<file path="src/rtl/sram_access_arbiter_if.sv">
// SRAM access arbiter bus bundle: CPU and video request/response handshakes
// plus the SRAM pin-side signals (DQ tri-state split into in/out/enable).
// The slave modport is taken by the arbiter; the master modport by whatever
// drives the requests and terminates the SRAM pins.
interface sram_access_arbiter_if #(
    parameter int ADDR_W = 20,
    parameter int DATA_W = 16
);
    logic              CPU_Req;
    logic              CPU_R_W;
    logic [15:0]       CPU_Addr;
    logic [DATA_W-1:0] CPU_WData;
    logic [DATA_W-1:0] CPU_RData;
    logic              CPU_Ready;

    logic              Vid_Req;
    logic [ADDR_W-1:0] Vid_Addr;
    logic [DATA_W-1:0] Vid_RData;
    logic              Vid_Valid;

    logic              Busy;

    logic [ADDR_W-1:0] SRAM_ADDR;
    logic [DATA_W-1:0] SRAM_DQ_In;
    logic [DATA_W-1:0] SRAM_DQ_Out;
    logic              SRAM_DQ_OE;
    logic              SRAM_CE_N;
    logic              SRAM_OE_N;
    logic              SRAM_WE_N;
    logic              SRAM_LB_N;
    logic              SRAM_UB_N;

    modport slave (
        input  CPU_Req, CPU_R_W, CPU_Addr, CPU_WData,
        output CPU_RData, CPU_Ready,
        input  Vid_Req, Vid_Addr,
        output Vid_RData, Vid_Valid,
        output Busy,
        output SRAM_ADDR, SRAM_DQ_Out, SRAM_DQ_OE,
        output SRAM_CE_N, SRAM_OE_N, SRAM_WE_N, SRAM_LB_N, SRAM_UB_N,
        input  SRAM_DQ_In
    );

    modport master (
        output CPU_Req, CPU_R_W, CPU_Addr, CPU_WData,
        input  CPU_RData, CPU_Ready,
        output Vid_Req, Vid_Addr,
        input  Vid_RData, Vid_Valid,
        input  Busy,
        input  SRAM_ADDR, SRAM_DQ_Out, SRAM_DQ_OE,
        input  SRAM_CE_N, SRAM_OE_N, SRAM_WE_N, SRAM_LB_N, SRAM_UB_N,
        output SRAM_DQ_In
    );
endinterface

</file>
<file path="src/rtl/sram_access_arbiter.sv">
// SRAM access arbiter: shares one asynchronous SRAM between the CPU memory
// path and the video fetch path, sequencing IDLE -> SETUP -> ACCESS -> HOLD
// with fully registered chip controls and DQ tri-state enable.
// Build option: define SRAM_ARB_VID_PRIORITY_EN to make video win every tie
// in IDLE; otherwise ties are resolved round-robin on the last grant.
module sram_access_arbiter #(
    parameter int ADDR_W      = 20,
    parameter int DATA_W      = 16,
    parameter int WAIT_CYCLES = 2
) (
    input logic                    Clk,
    input logic                    Reset,
    sram_access_arbiter_if.slave   bus_if
);

    if (WAIT_CYCLES < 1) begin : g_bad_wait
        $error("sram_access_arbiter: WAIT_CYCLES must be at least 1");
    end
    if (ADDR_W < 16) begin : g_bad_addr
        $error("sram_access_arbiter: ADDR_W must be at least 16");
    end

    localparam int CNT_W = (WAIT_CYCLES > 1) ? $clog2(WAIT_CYCLES) : 1;

    typedef enum logic [1:0] {
        IDLE,
        SETUP,
        ACCESS,
        HOLD
    } state_t;

    state_t             state, state_d;
    logic [CNT_W-1:0]   cnt, cnt_d;
    logic               op_wr, wr_d;
    logic               gnt_vid, vid_d;
    logic               pick_vid;
    logic [ADDR_W-1:0]  addr_d;
    logic [DATA_W-1:0]  wdata_d;
    logic [DATA_W-1:0]  cpu_rdata_d, vid_rdata_d;
    logic               ce_n_d, oe_n_d, we_n_d, dq_oe_d;
    logic               cpu_rdy_d, vid_val_d, busy_d;
`ifndef SRAM_ARB_VID_PRIORITY_EN
    logic               last_vid, last_d;
`endif

    // Next-state, latch and capture logic; outputs are decoded from the
    // state being entered so every pin is a flop that matches its state.
    always_comb begin
        state_d     = state;
        cnt_d       = cnt;
        wr_d        = op_wr;
        vid_d       = gnt_vid;
        addr_d      = bus_if.SRAM_ADDR;
        wdata_d     = bus_if.SRAM_DQ_Out;
        cpu_rdata_d = bus_if.CPU_RData;
        vid_rdata_d = bus_if.Vid_RData;
        pick_vid    = 1'b0;
`ifndef SRAM_ARB_VID_PRIORITY_EN
        last_d      = last_vid;
`endif

        case (state)
            IDLE: begin
                if (bus_if.CPU_Req && bus_if.Vid_Req) begin
`ifdef SRAM_ARB_VID_PRIORITY_EN
                    pick_vid = 1'b1;
`else
                    pick_vid = ~last_vid;
`endif
                end else begin
                    pick_vid = bus_if.Vid_Req;
                end
                if (bus_if.CPU_Req || bus_if.Vid_Req) begin
                    state_d = SETUP;
                    vid_d   = pick_vid;
`ifndef SRAM_ARB_VID_PRIORITY_EN
                    last_d  = pick_vid;
`endif
                    if (pick_vid) begin
                        addr_d = bus_if.Vid_Addr;
                        wr_d   = 1'b0;
                    end else begin
                        addr_d  = ADDR_W'(bus_if.CPU_Addr);
                        wr_d    = bus_if.CPU_R_W;
                        wdata_d = bus_if.CPU_WData;
                    end
                end
            end
            SETUP: begin
                state_d = ACCESS;
                cnt_d   = CNT_W'(WAIT_CYCLES - 1);
            end
            ACCESS: begin
                if (cnt == '0) begin
                    state_d = HOLD;
                    if (!op_wr) begin
                        if (gnt_vid) vid_rdata_d = bus_if.SRAM_DQ_In;
                        else         cpu_rdata_d = bus_if.SRAM_DQ_In;
                    end
                end else begin
                    cnt_d = cnt - 1'b1;
                end
            end
            HOLD: begin
                state_d = IDLE;
            end
            default: begin
                state_d = IDLE;
            end
        endcase

        ce_n_d    = 1'b1;
        oe_n_d    = 1'b1;
        we_n_d    = 1'b1;
        dq_oe_d   = 1'b0;
        cpu_rdy_d = 1'b0;
        vid_val_d = 1'b0;
        busy_d    = (state_d != IDLE);
        case (state_d)
            SETUP: begin
                ce_n_d  = 1'b0;
                dq_oe_d = wr_d;
            end
            ACCESS: begin
                ce_n_d  = 1'b0;
                oe_n_d  = wr_d;
                we_n_d  = ~wr_d;
                dq_oe_d = wr_d;
            end
            HOLD: begin
                ce_n_d    = 1'b0;
                dq_oe_d   = wr_d;
                cpu_rdy_d = ~vid_d;
                vid_val_d = vid_d;
            end
            default: begin
            end
        endcase
    end

    // State, sequencing registers and all registered outputs; reset aborts
    // any access in flight without issuing a completion pulse.
    always_ff @(posedge Clk or negedge Reset) begin
        if (!Reset) begin
            state              <= IDLE;
            cnt                <= '0;
            op_wr              <= 1'b0;
            gnt_vid            <= 1'b0;
`ifndef SRAM_ARB_VID_PRIORITY_EN
            last_vid           <= 1'b0;
`endif
            bus_if.SRAM_ADDR   <= '0;
            bus_if.SRAM_DQ_Out <= '0;
            bus_if.SRAM_DQ_OE  <= 1'b0;
            bus_if.SRAM_CE_N   <= 1'b1;
            bus_if.SRAM_OE_N   <= 1'b1;
            bus_if.SRAM_WE_N   <= 1'b1;
            bus_if.SRAM_LB_N   <= 1'b1;
            bus_if.SRAM_UB_N   <= 1'b1;
            bus_if.CPU_RData   <= '0;
            bus_if.Vid_RData   <= '0;
            bus_if.CPU_Ready   <= 1'b0;
            bus_if.Vid_Valid   <= 1'b0;
            bus_if.Busy        <= 1'b0;
        end else begin
            state              <= state_d;
            cnt                <= cnt_d;
            op_wr              <= wr_d;
            gnt_vid            <= vid_d;
`ifndef SRAM_ARB_VID_PRIORITY_EN
            last_vid           <= last_d;
`endif
            bus_if.SRAM_ADDR   <= addr_d;
            bus_if.SRAM_DQ_Out <= wdata_d;
            bus_if.SRAM_DQ_OE  <= dq_oe_d;
            bus_if.SRAM_CE_N   <= ce_n_d;
            bus_if.SRAM_OE_N   <= oe_n_d;
            bus_if.SRAM_WE_N   <= we_n_d;
            bus_if.SRAM_LB_N   <= ce_n_d;
            bus_if.SRAM_UB_N   <= ce_n_d;
            bus_if.CPU_RData   <= cpu_rdata_d;
            bus_if.Vid_RData   <= vid_rdata_d;
            bus_if.CPU_Ready   <= cpu_rdy_d;
            bus_if.Vid_Valid   <= vid_val_d;
            bus_if.Busy        <= busy_d;
        end
    end

endmodule

</file>
<file path="src/flat_wrapper.sv">
// flat-port wrapper written by rule: the top's interface ports become plain ports
module sram_access_arbiter_flat 
#(
    parameter int ADDR_W      = 20,
    parameter int DATA_W      = 16,
    parameter int WAIT_CYCLES = 2
)
  (Clk, Reset, bus_if_CPU_Req, bus_if_CPU_R_W, bus_if_CPU_Addr, bus_if_CPU_WData, bus_if_CPU_RData, bus_if_CPU_Ready, bus_if_Vid_Req, bus_if_Vid_Addr, bus_if_Vid_RData, bus_if_Vid_Valid, bus_if_Busy, bus_if_SRAM_ADDR, bus_if_SRAM_DQ_Out, bus_if_SRAM_DQ_OE, bus_if_SRAM_CE_N, bus_if_SRAM_OE_N, bus_if_SRAM_WE_N, bus_if_SRAM_LB_N, bus_if_SRAM_UB_N, bus_if_SRAM_DQ_In);
  sram_access_arbiter_if #(.ADDR_W(ADDR_W), .DATA_W(DATA_W)) bus_if_i ();
  input logic Clk;
  input logic Reset;
  input wire logic [$bits(bus_if_i.CPU_Req)-1:0] bus_if_CPU_Req;
  input wire logic [$bits(bus_if_i.CPU_R_W)-1:0] bus_if_CPU_R_W;
  input wire logic [$bits(bus_if_i.CPU_Addr)-1:0] bus_if_CPU_Addr;
  input wire logic [$bits(bus_if_i.CPU_WData)-1:0] bus_if_CPU_WData;
  output wire logic [$bits(bus_if_i.CPU_RData)-1:0] bus_if_CPU_RData;
  output wire logic [$bits(bus_if_i.CPU_Ready)-1:0] bus_if_CPU_Ready;
  input wire logic [$bits(bus_if_i.Vid_Req)-1:0] bus_if_Vid_Req;
  input wire logic [$bits(bus_if_i.Vid_Addr)-1:0] bus_if_Vid_Addr;
  output wire logic [$bits(bus_if_i.Vid_RData)-1:0] bus_if_Vid_RData;
  output wire logic [$bits(bus_if_i.Vid_Valid)-1:0] bus_if_Vid_Valid;
  output wire logic [$bits(bus_if_i.Busy)-1:0] bus_if_Busy;
  output wire logic [$bits(bus_if_i.SRAM_ADDR)-1:0] bus_if_SRAM_ADDR;
  output wire logic [$bits(bus_if_i.SRAM_DQ_Out)-1:0] bus_if_SRAM_DQ_Out;
  output wire logic [$bits(bus_if_i.SRAM_DQ_OE)-1:0] bus_if_SRAM_DQ_OE;
  output wire logic [$bits(bus_if_i.SRAM_CE_N)-1:0] bus_if_SRAM_CE_N;
  output wire logic [$bits(bus_if_i.SRAM_OE_N)-1:0] bus_if_SRAM_OE_N;
  output wire logic [$bits(bus_if_i.SRAM_WE_N)-1:0] bus_if_SRAM_WE_N;
  output wire logic [$bits(bus_if_i.SRAM_LB_N)-1:0] bus_if_SRAM_LB_N;
  output wire logic [$bits(bus_if_i.SRAM_UB_N)-1:0] bus_if_SRAM_UB_N;
  input wire logic [$bits(bus_if_i.SRAM_DQ_In)-1:0] bus_if_SRAM_DQ_In;
  assign bus_if_i.CPU_Req = bus_if_CPU_Req;
  assign bus_if_i.CPU_R_W = bus_if_CPU_R_W;
  assign bus_if_i.CPU_Addr = bus_if_CPU_Addr;
  assign bus_if_i.CPU_WData = bus_if_CPU_WData;
  assign bus_if_CPU_RData = bus_if_i.CPU_RData;
  assign bus_if_CPU_Ready = bus_if_i.CPU_Ready;
  assign bus_if_i.Vid_Req = bus_if_Vid_Req;
  assign bus_if_i.Vid_Addr = bus_if_Vid_Addr;
  assign bus_if_Vid_RData = bus_if_i.Vid_RData;
  assign bus_if_Vid_Valid = bus_if_i.Vid_Valid;
  assign bus_if_Busy = bus_if_i.Busy;
  assign bus_if_SRAM_ADDR = bus_if_i.SRAM_ADDR;
  assign bus_if_SRAM_DQ_Out = bus_if_i.SRAM_DQ_Out;
  assign bus_if_SRAM_DQ_OE = bus_if_i.SRAM_DQ_OE;
  assign bus_if_SRAM_CE_N = bus_if_i.SRAM_CE_N;
  assign bus_if_SRAM_OE_N = bus_if_i.SRAM_OE_N;
  assign bus_if_SRAM_WE_N = bus_if_i.SRAM_WE_N;
  assign bus_if_SRAM_LB_N = bus_if_i.SRAM_LB_N;
  assign bus_if_SRAM_UB_N = bus_if_i.SRAM_UB_N;
  assign bus_if_i.SRAM_DQ_In = bus_if_SRAM_DQ_In;
  sram_access_arbiter #(.ADDR_W(ADDR_W), .DATA_W(DATA_W), .WAIT_CYCLES(WAIT_CYCLES)) u_core (.Clk(Clk), .Reset(Reset), .bus_if(bus_if_i));
endmodule
</file>
<file path="config.mk">
export PLATFORM = sky130hd
export DESIGN_NAME = sram_access_arbiter_flat
export DESIGN_NICKNAME = d
export VERILOG_FILES = /design/src/rtl/sram_access_arbiter_if.sv /design/src/rtl/sram_access_arbiter.sv /design/src/flat_wrapper.sv
export SDC_FILE = /design/constraint.sdc
export NUM_CORES = 1
export LEC_CHECK = 0
export ABC_AREA = 0
export BUFFER_PORTS_ARGS = -buffer_cell sky130_fd_sc_hd__buf_2
export CORE_MARGIN = 2
export CORE_UTILIZATION = 52
export CTS_BUF_LIST = sky130_fd_sc_hd__clkbuf_4 sky130_fd_sc_hd__clkbuf_8
export DETAILED_ROUTE_END_ITERATION = 10
export GPL_ROUTABILITY_DRIVEN = 1
export PLACE_DENSITY = 0.87
export SETUP_SLACK_MARGIN = 0.05
export SLEW_MARGIN = 20
export SYNTH_ARGS = -nofsm -noshare
export SYNTH_HDL_FRONTEND = slang
export SYNTH_SLANG_ARGS = --single-unit
</file>
<file path="constraint.sdc">
create_clock -name Clk -period 5.3 [get_ports Clk]
set_input_delay 0.795 -clock Clk [delete_from_list [all_inputs] [get_ports Clk]]
set_output_delay 0.795 -clock Clk [all_outputs]
set_load 0.005 [all_outputs]
</file>
==> results of run 1 <==
-- worst register-to-register path, cell delays in order (launching register included) --
cell,delay [ps]
sky130_fd_sc_hd__dfrtp_1,380
sky130_fd_sc_hd__inv_1,130
sky130_fd_sc_hd__ha_1,230
sky130_fd_sc_hd__and4bb_1,850
sky130_fd_sc_hd__mux2_2,430
-- sequential cells by signal, indices dropped and copies added, names as in the netlist --
signal and flops:
u_core.bus_if.Busy 1, u_core.bus_if.CPU_RData 16, u_core.bus_if.CPU_Ready 1, u_core.bus_if.SRAM_ADDR 20, u_core.bus_if.SRAM_CE_N 1, u_core.bus_if.SRAM_DQ_OE 1, u_core.bus_if.SRAM_DQ_Out 16, u_core.bus_if.SRAM_OE_N 1
u_core.bus_if.SRAM_WE_N 1, u_core.bus_if.Vid_RData 16, u_core.bus_if.Vid_Valid 1, u_core.cnt 1, u_core.gnt_vid 1, u_core.last_vid 1, u_core.op_wr 1, u_core.state 2
-- per-layer routing --
layer | share of wire, % | up-vias | track usage (%) | routed length (um)
li1 | - | 1068 | - | -
met1 | 42 | 1130 | 26.9 | 3050
met2 | 48 | 119 | 34.6 | 3490
met3 | 8.0 | 8 | 5.93 | 573
met4 | 1.3 | 0 | 8.06 | 91
met5 | 0 | - | 0 | 0
-- cell type report --
cell class	count	area, um2	area share [%]
Timing Repair Buffer	151	763	17.8
Sequential cell	81	2030	47.3
Tap cell	75	93.8	2.19
Clock inverter	3	65.1	1.52
Inverter	4	15.0	0.350
Multi-Input combinational cell	115	1160	27.1
Clock buffer	13	160	3.73
-- worst min path at each step --
stage                                      from                     endpoint
floorplan           u_core.bus_if.SRAM_ADDR[16]  u_core.bus_if.SRAM_ADDR[16]
global placement     u_core.bus_if.Vid_RData[4]   u_core.bus_if.Vid_RData[4]
detailed placement  u_core.bus_if.SRAM_ADDR[19]  u_core.bus_if.SRAM_ADDR[19]
CTS                  u_core.bus_if.Vid_RData[4]   u_core.bus_if.Vid_RData[4]
global route        u_core.bus_if.SRAM_ADDR[19]  u_core.bus_if.SRAM_ADDR[19]
finish              u_core.bus_if.SRAM_ADDR[16]  u_core.bus_if.SRAM_ADDR[16]
-- layout by cell type, fill, tap and decap left out, types with 2 or more instances in the layout --
| cell type | n |
|---|---|
| sky130_fd_sc_hd__a221o_1 | 16 |
| sky130_fd_sc_hd__and3_1 | 2 |
| sky130_fd_sc_hd__dfstp_2 | 3 |
| sky130_fd_sc_hd__a22o_1 | 4 |
| sky130_fd_sc_hd__nand2_1 | 3 |
| sky130_fd_sc_hd__and2_0 | 2 |
| sky130_fd_sc_hd__mux2_4 | 20 |
| sky130_fd_sc_hd__a21o_1 | 2 |
| sky130_fd_sc_hd__clkbuf_8 | 10 |
| sky130_fd_sc_hd__buf_2 | 148 |
| sky130_fd_sc_hd__and2_1 | 14 |
| sky130_fd_sc_hd__buf_4 | 3 |
| sky130_fd_sc_hd__dfrtp_1 | 78 |
| sky130_fd_sc_hd__bufinv_16 | 2 |
| sky130_fd_sc_hd__clkbuf_4 | 3 |
| sky130_fd_sc_hd__nor2_1 | 4 |
| sky130_fd_sc_hd__inv_1 | 4 |
| sky130_fd_sc_hd__ha_1 | 3 |
| sky130_fd_sc_hd__mux2_2 | 28 |
-- cell families after synthesis --
kind of cell | after synthesis | share of synthesized area [%]
DFF | 81 | 61.7
AOI/OAI and AO/OA | 30 | 8.52
muxes | 48 | 18.7
and+or+nand+nor | 34 | 6.92
adders and majority gates | 3 | 1.14
buffers and inverters | 16 | 3.00
-- where the power goes --
part           switching, mW  internal [mW]  total, mW
combinational          0.427          0.594       1.02
clock                  0.205          0.294      0.499
sequential             0.163          0.927       1.09
total                  0.795           1.82       2.61
-- stage by stage --
step	setup slack [ps]	utilization, %	hold slack (ps)
floorplan	3590	-	489
finish	3150	71.2	503
global route	3020	71.2	521
CTS	3150	71.2	506
detailed placement	3050	67.4	483
global placement	3090	67.4	483
==> metrics.json, run 1 <==
{
  "outcome": "finished clean",
  "post-route-min-period_ps": 2150,
  "finalNetCount": 438,
  "clk_pin_slew_ps": 80,
  "crit_path_max_incr_delay_ps": 850,
  "min_path_cells": 1,
  "cts.repair_timing.setup_buffer_count": 0,
  "yosysWarningCount": 0,
  "synthCells": 212,
  "initial_core_util_pct": 54.6,
  "synth_cell_type_count": 36,
  "antenna-diode-count": 0,
  "grt_start_max_net_pins": 82,
  "total_wirelength_of_the_detailed_routed_design_mm": 7.20,
  "unrepaired_setup_endpoints_after_global_routing": "false",
  "grt-ovfl-total": 0,
  "insertion_delay_ps": 330,
  "ys_dominant_reg_cell": "sky130_fd_sc_hd__dfrtp_1",
  "critical_path.endpoint_type": "flip-flop",
  "io_buffer_count": 149,
  "global_router_s_overall_resource_usage_pct": 21.1,
  "min-delay-path-class": "reg -> reg",
  "std_cell_rows": 28,
  "worstReg2RegStart": "u_core.state[0]",
  "synth_largest_area_cell": "sky130_fd_sc_hd__dfrtp_1",
  "fillers": 418,
  "post-place-cells": 426,
  "critical-path-slowest-cell": "sky130_fd_sc_hd__and4bb_1",
  "drv_slew": 0,
  "crit_path_max_fanout": 16,
  "r2r_cells": 4,
  "final_min_period_over_clock_period_pct": 40.5,
  "seq_area_frac_synth_pct": 61.7,
  "area_of_the_die_mm2": 0.00698,
  "die-height_um": 83.6,
  "grt_antenna_before_repair": 0,
  "synth_area_leaders": "sky130_fd_sc_hd__dfrtp_1, sky130_fd_sc_hd__mux2_2, sky130_fd_sc_hd__mux2_4, sky130_fd_sc_hd__a221o_1, sky130_fd_sc_hd__and2_1",
  "synth-seq-cells": 81,
  "family_with_the_most_delay_on_the_worst_path": "simple AND/OR/NAND/NOR gates",
  "edff_count_synth": 0,
  "area_growth_syn_to_layout_pct": 30.5,
  "crit_path_start_kind": "flip-flop",
  "cp-endpoint": "u_core.bus_if.Vid_RData[15]",
  "power_mw": 2.61,
  "grt_pass1_vias": 2395,
  "critical_setup_path_kind": "reg -> reg",
  "numCtsBuffers": 9,
  "remaining_drc_errors": 0,
  "final.setup.tns_ps": 0,
  "ratio_of_cells_with_drive_above_1_in_the_final_layout_pct": 61.0,
  "worst_reg_to_reg_setup_slack_ps": 3150,
  "timing.max_slew.rel_slack_pct": 34.7,
  "synth_commonest_cells": "sky130_fd_sc_hd__dfrtp_1, sky130_fd_sc_hd__mux2_2, sky130_fd_sc_hd__mux2_4, sky130_fd_sc_hd__a221o_1, sky130_fd_sc_hd__and2_1",
  "max-clock-path-buffers": 2,
  "max_clock_freq_mhz": 466,
  "antenna_left": 0,
  "timing.critical_path.depth": 4,
  "post_layout_nonfiller_instances": 442,
  "setup_violations": 0,
  "mappedNetlistNets": 288,
  "worst_ep_arrival_time_ps": 2350,
  "numClockSinks": 81,
  "cts_repair_resize_count": 0,
  "fp.dieW_um": 83.6,
  "dr.first_iter.drc_count": 103,
  "drt-vias-per-instance": 5.26,
  "cp.buffers_inverters": 1,
  "critical_path_start": "u_core.state[0]",
  "finalClockSkew_ps": 13.2,
  "power_density_mw_per_mm2": 608,
  "synth_area_per_cell_um2": 15.5,
  "drtPass1Iterations": 4,
  "timing_hold_violations_final": 0,
  "cts_root_buf": "sky130_fd_sc_hd__clkbuf_8",
  "core_area_mm2": 0.00603,
  "boundaryPins": 150,
  "routabilityCongestion": 0.762,
  "grt_pass1_wl_mm": 11.7,
  "cts_hold_buffers": 0,
  "detail_route.wl_per_cell_um": 16.3,
  "dp_hpwl_mm": 5.26,
  "cp_data_required_time_ps": 5500,
  "synth-async-reset-ratio_pct": 100,
  "timing_worst_slew_pin_value_ps": 979,
  "worstReg2RegEnd": "u_core.bus_if.Vid_RData[15]",
  "maxCapViolCount": 0,
  "h-tree-depth": 3,
  "p_leak_nw": 2.19,
  "yosys.area.top_type_share_pct": 59.3,
  "netlist_area_mm2": 0.00329,
  "cp_cell_sequence": "inv_1, ha_1, and4bb_1, mux2_2",
  "post_route_cell_area_mm2": 0.00429,
  "vdd_drop_max_mv": 0.301,
  "yosys.cell_count.top_type": "sky130_fd_sc_hd__dfrtp_1",
  "via_count": 2325,
  "dpl-instance-area_mm2": 0.00406,
  "tritoncts": "built"
}
No activity file was read; power rests on OpenSTA's default activity.
==> run 2, diff against run 1 <==
--- a/config.mk
+++ b/config.mk
@@ -8,11 +8,11 @@
 export ABC_AREA = 0
 export BUFFER_PORTS_ARGS = -buffer_cell sky130_fd_sc_hd__buf_2
 export CORE_MARGIN = 2
-export CORE_UTILIZATION = 52
+export CORE_UTILIZATION = 48
 export CTS_BUF_LIST = sky130_fd_sc_hd__clkbuf_4 sky130_fd_sc_hd__clkbuf_8
 export DETAILED_ROUTE_END_ITERATION = 10
 export GPL_ROUTABILITY_DRIVEN = 1
-export PLACE_DENSITY = 0.87
+export PLACE_DENSITY = 0.82
 export SETUP_SLACK_MARGIN = 0.05
 export SLEW_MARGIN = 20
 export SYNTH_ARGS = -nofsm -noshare
==> constraint.sdc (replaced) <==
create_clock -name Clk -period 2 [get_ports Clk]
set_input_delay 0.3 -clock Clk [delete_from_list [all_inputs] [get_ports Clk]]
set_output_delay 0.3 -clock Clk [all_outputs]
set_load 0.005 [all_outputs]
==> run 2 against run 1 <==
Net effect:
- clock power up 140%
- critical endpoint is now u_core.bus_if.SRAM_DQ_Out[4]
- highest routed layer unchanged
- global-route usage shrank 2.4 points
- largest power group unchanged
- clock-buffer cell count fell by 1
- maximum frequency is 21% higher
==> metrics.json, run 2 (same netlist as run 1, synthesis figures left out) <==
{
  "h-tree-depth": 3,
  "layout_commonest_cell": "sky130_fd_sc_hd__buf_2",
  "largest-register": "u_core.bus_if.SRAM_ADDR",
  "tritoncts": "built",
  "fillers": 512,
  "std_cell_rows": 30,
  "area_growth_syn_to_layout_pct": 33.1,
  "boundaryPins": 150,
  "numClockSinks": 81,
  "cts_root_buf": "sky130_fd_sc_hd__clkbuf_8",
  "antenna-diode-count": 0,
  "sequential_cell_area_mm2": 0.00203,
  "antenna_left": 0,
  "drv_slew": 0,
  "grt_pass1_vias": 2334,
  "die-height_um": 86.8,
  "power_density_mw_per_mm2": 1570,
  "fp.dieW_um": 86.8,
  "r2r_cells": 6,
  "drt-vias-per-instance": 5.12,
  "worstReg2RegStart": "u_core.state[0]",
  "remaining_drc_errors": 0,
  "final_min_period_over_clock_period_pct": 88.7,
  "multi_input_area_mm2": 0.00117,
  "cts.repair_timing.setup_buffer_count": 0,
  "numCtsBuffers": 9,
  "crit_path_start_kind": "flip-flop",
  "finalNetCount": 443,
  "critical-path-slowest-cell": "sky130_fd_sc_hd__dfrtp_1",
  "post-route-min-period_ps": 1770,
  "grt_antenna_before_repair": 0,
  "max_clock_freq_mhz": 563,
  "ratio_of_cells_with_drive_above_1_in_the_final_layout_pct": 61.3,
  "initial_core_util_pct": 49.0,
  "finalCoreUtilization_pct": 65.2,
  "largest_register_ffs": 20,
  "cp_data_required_time_ps": 2220,
  "dp_slack_ps": 182,
  "cp_cell_sequence": "inv_1, ha_1, nand2_1, a21oi_4, buf_12, mux2_2",
  "critical_path.endpoint_type": "flip-flop",
  "p_leak_nw": 2.22,
  "area_of_the_die_mm2": 0.00753,
  "via_count": 2315,
  "final.setup.tns_ps": 0,
  "worst_reg_to_reg_setup_slack_ps": 230,
  "crit_path_max_incr_delay_ps": 380,
  "finalClockSkew_ps": 12.5,
  "routabilityCongestion": 0.725,
  "clk_pin_slew_ps": 80,
  "final_cell_mix": "sky130_fd_sc_hd__buf_2, sky130_fd_sc_hd__dfrtp_1, sky130_fd_sc_hd__mux2_2",
  "crit_path_max_fanout": 16,
  "grt_pass1_wl_mm": 10.8,
  "grt-ovfl-total": 0,
  "insertion_delay_ps": 340,
  "io_buffer_count": 149,
  "outcome": "finished clean",
  "setup_ws_ps": 225,
  "min-delay-path-class": "in -> reg",
  "dp_hpwl_mm": 5.09,
  "critical_path_start": "u_core.state[0]",
  "worst_ep_arrival_time_ps": 1990,
  "grt_start_max_net_pins": 52,
  "global_router_s_overall_resource_usage_pct": 18.8,
  "detail_route.wl_per_cell_um": 15.4,
  "max-clock-path-buffers": 2,
  "maxCapViolCount": 0,
  "unrepaired_setup_endpoints_after_global_routing": "false",
  "cp-endpoint": "u_core.bus_if.SRAM_DQ_Out[4]",
  "timing.max_slew.rel_slack_pct": 63.0,
  "critical_setup_path_kind": "reg -> reg",
  "vdd_drop_max_mv": 0.612,
  "drtPass1Iterations": 4,
  "timing_worst_slew_pin_value_ps": 555,
  "total_wirelength_of_the_detailed_routed_design_mm": 6.94,
  "worstReg2RegEnd": "u_core.bus_if.SRAM_DQ_Out[4]",
  "dr.first_iter.drc_count": 58,
  "timing_hold_violations_final": 0,
  "setup_violations": 0,
  "core_area_mm2": 0.00672
}
## run 2: cell types whose count changed in the layout (fill, tap and decap cells not counted), sizes merged
cell,delta
buf,+4
bufinv,-1
clkbuf,-1
clkinv,+1
clkinvlp,+1
dlygate4sd3,+1
## run 2: worst max-delay path: cells and delay by family (launching register included)
kind | cells | cell delay [ps]
simple gates | 1 | 150
buf+inv | 2 | 300
compound gates | 1 | 170
fa+ha+maj | 1 | 300
mux | 1 | 340
flops | 1 | 380
## run 2: timing repair
action | in CTS | in global routing
endpoints found under the setup margin | 0 | 20
gates resized for setup | 0 | 1
hold buffers | 1 | 0
endpoints found under the hold margin | 30 | 0
## run 2: worst min path at each step
| stage | start | end | slack, ps | cells after the start |
|---|---|---|---|---|
| floorplan | Reset | u_core.bus_if.Busy | 4 | 0 |
| global placement | Reset | u_core.bus_if.CPU_RData[0] | 250 | 1 |
| detailed placement | Reset | u_core.bus_if.CPU_RData[0] | 250 | 1 |
| CTS | bus_if_CPU_Addr[2] | u_core.bus_if.SRAM_ADDR[2] | 160 | 2 |
| global route | bus_if_CPU_Addr[2] | u_core.bus_if.SRAM_ADDR[2] | 160 | 2 |
| finish | bus_if_CPU_Addr[2] | u_core.bus_if.SRAM_ADDR[2] | 180 | 2 |
## run 2: power breakdown
group / switching, mW / internal (mW) / total, mW
Combinational: 1.13 / 1.63 / 2.76
Clock: 0.560 / 0.659 / 1.22
Sequential: 0.422 / 2.46 / 2.88
Total: 2.11 / 4.74 / 6.85
## run 2: metal layers
| metal | wire (um) | GRT usage (%) | vias up | part of all wire [%] |
|---|---|---|---|---|
| li1 | - | - | 1084 | - |
| met1 | 2920 | 22.6 | 1122 | 42 |
| met2 | 3430 | 31.9 | 98 | 49 |
| met3 | 477 | 4.38 | 11 | 6.9 |
| met4 | 110 | 8.52 | 0 | 1.6 |
| met5 | 0 | 0 | - | 0 |
## run 2: final cells by class
cell class              instances  area share (%)
repair buffers                156            19.5
clock inverters                 4            1.17
inverters                       4           0.343
flip-flops and latches         81            46.4
clock buffers                  12            3.63
well taps                      80            2.29
multi-input cells             115            26.7
## run 2: per-stage QoR
step / cells / instance area, um2 / total power, mW / hold slack (ps)
floorplan: 212 / 3290 / 4.50 / 4.41
global placement: 435 / 4160 / 5.54 / 245
finish: 452 / 4380 / 6.85 / 177
global route: 452 / 4380 / 7.30 / 157
detailed placement: 435 / 4160 / 5.69 / 249
CTS: 452 / 4380 / 6.94 / 160
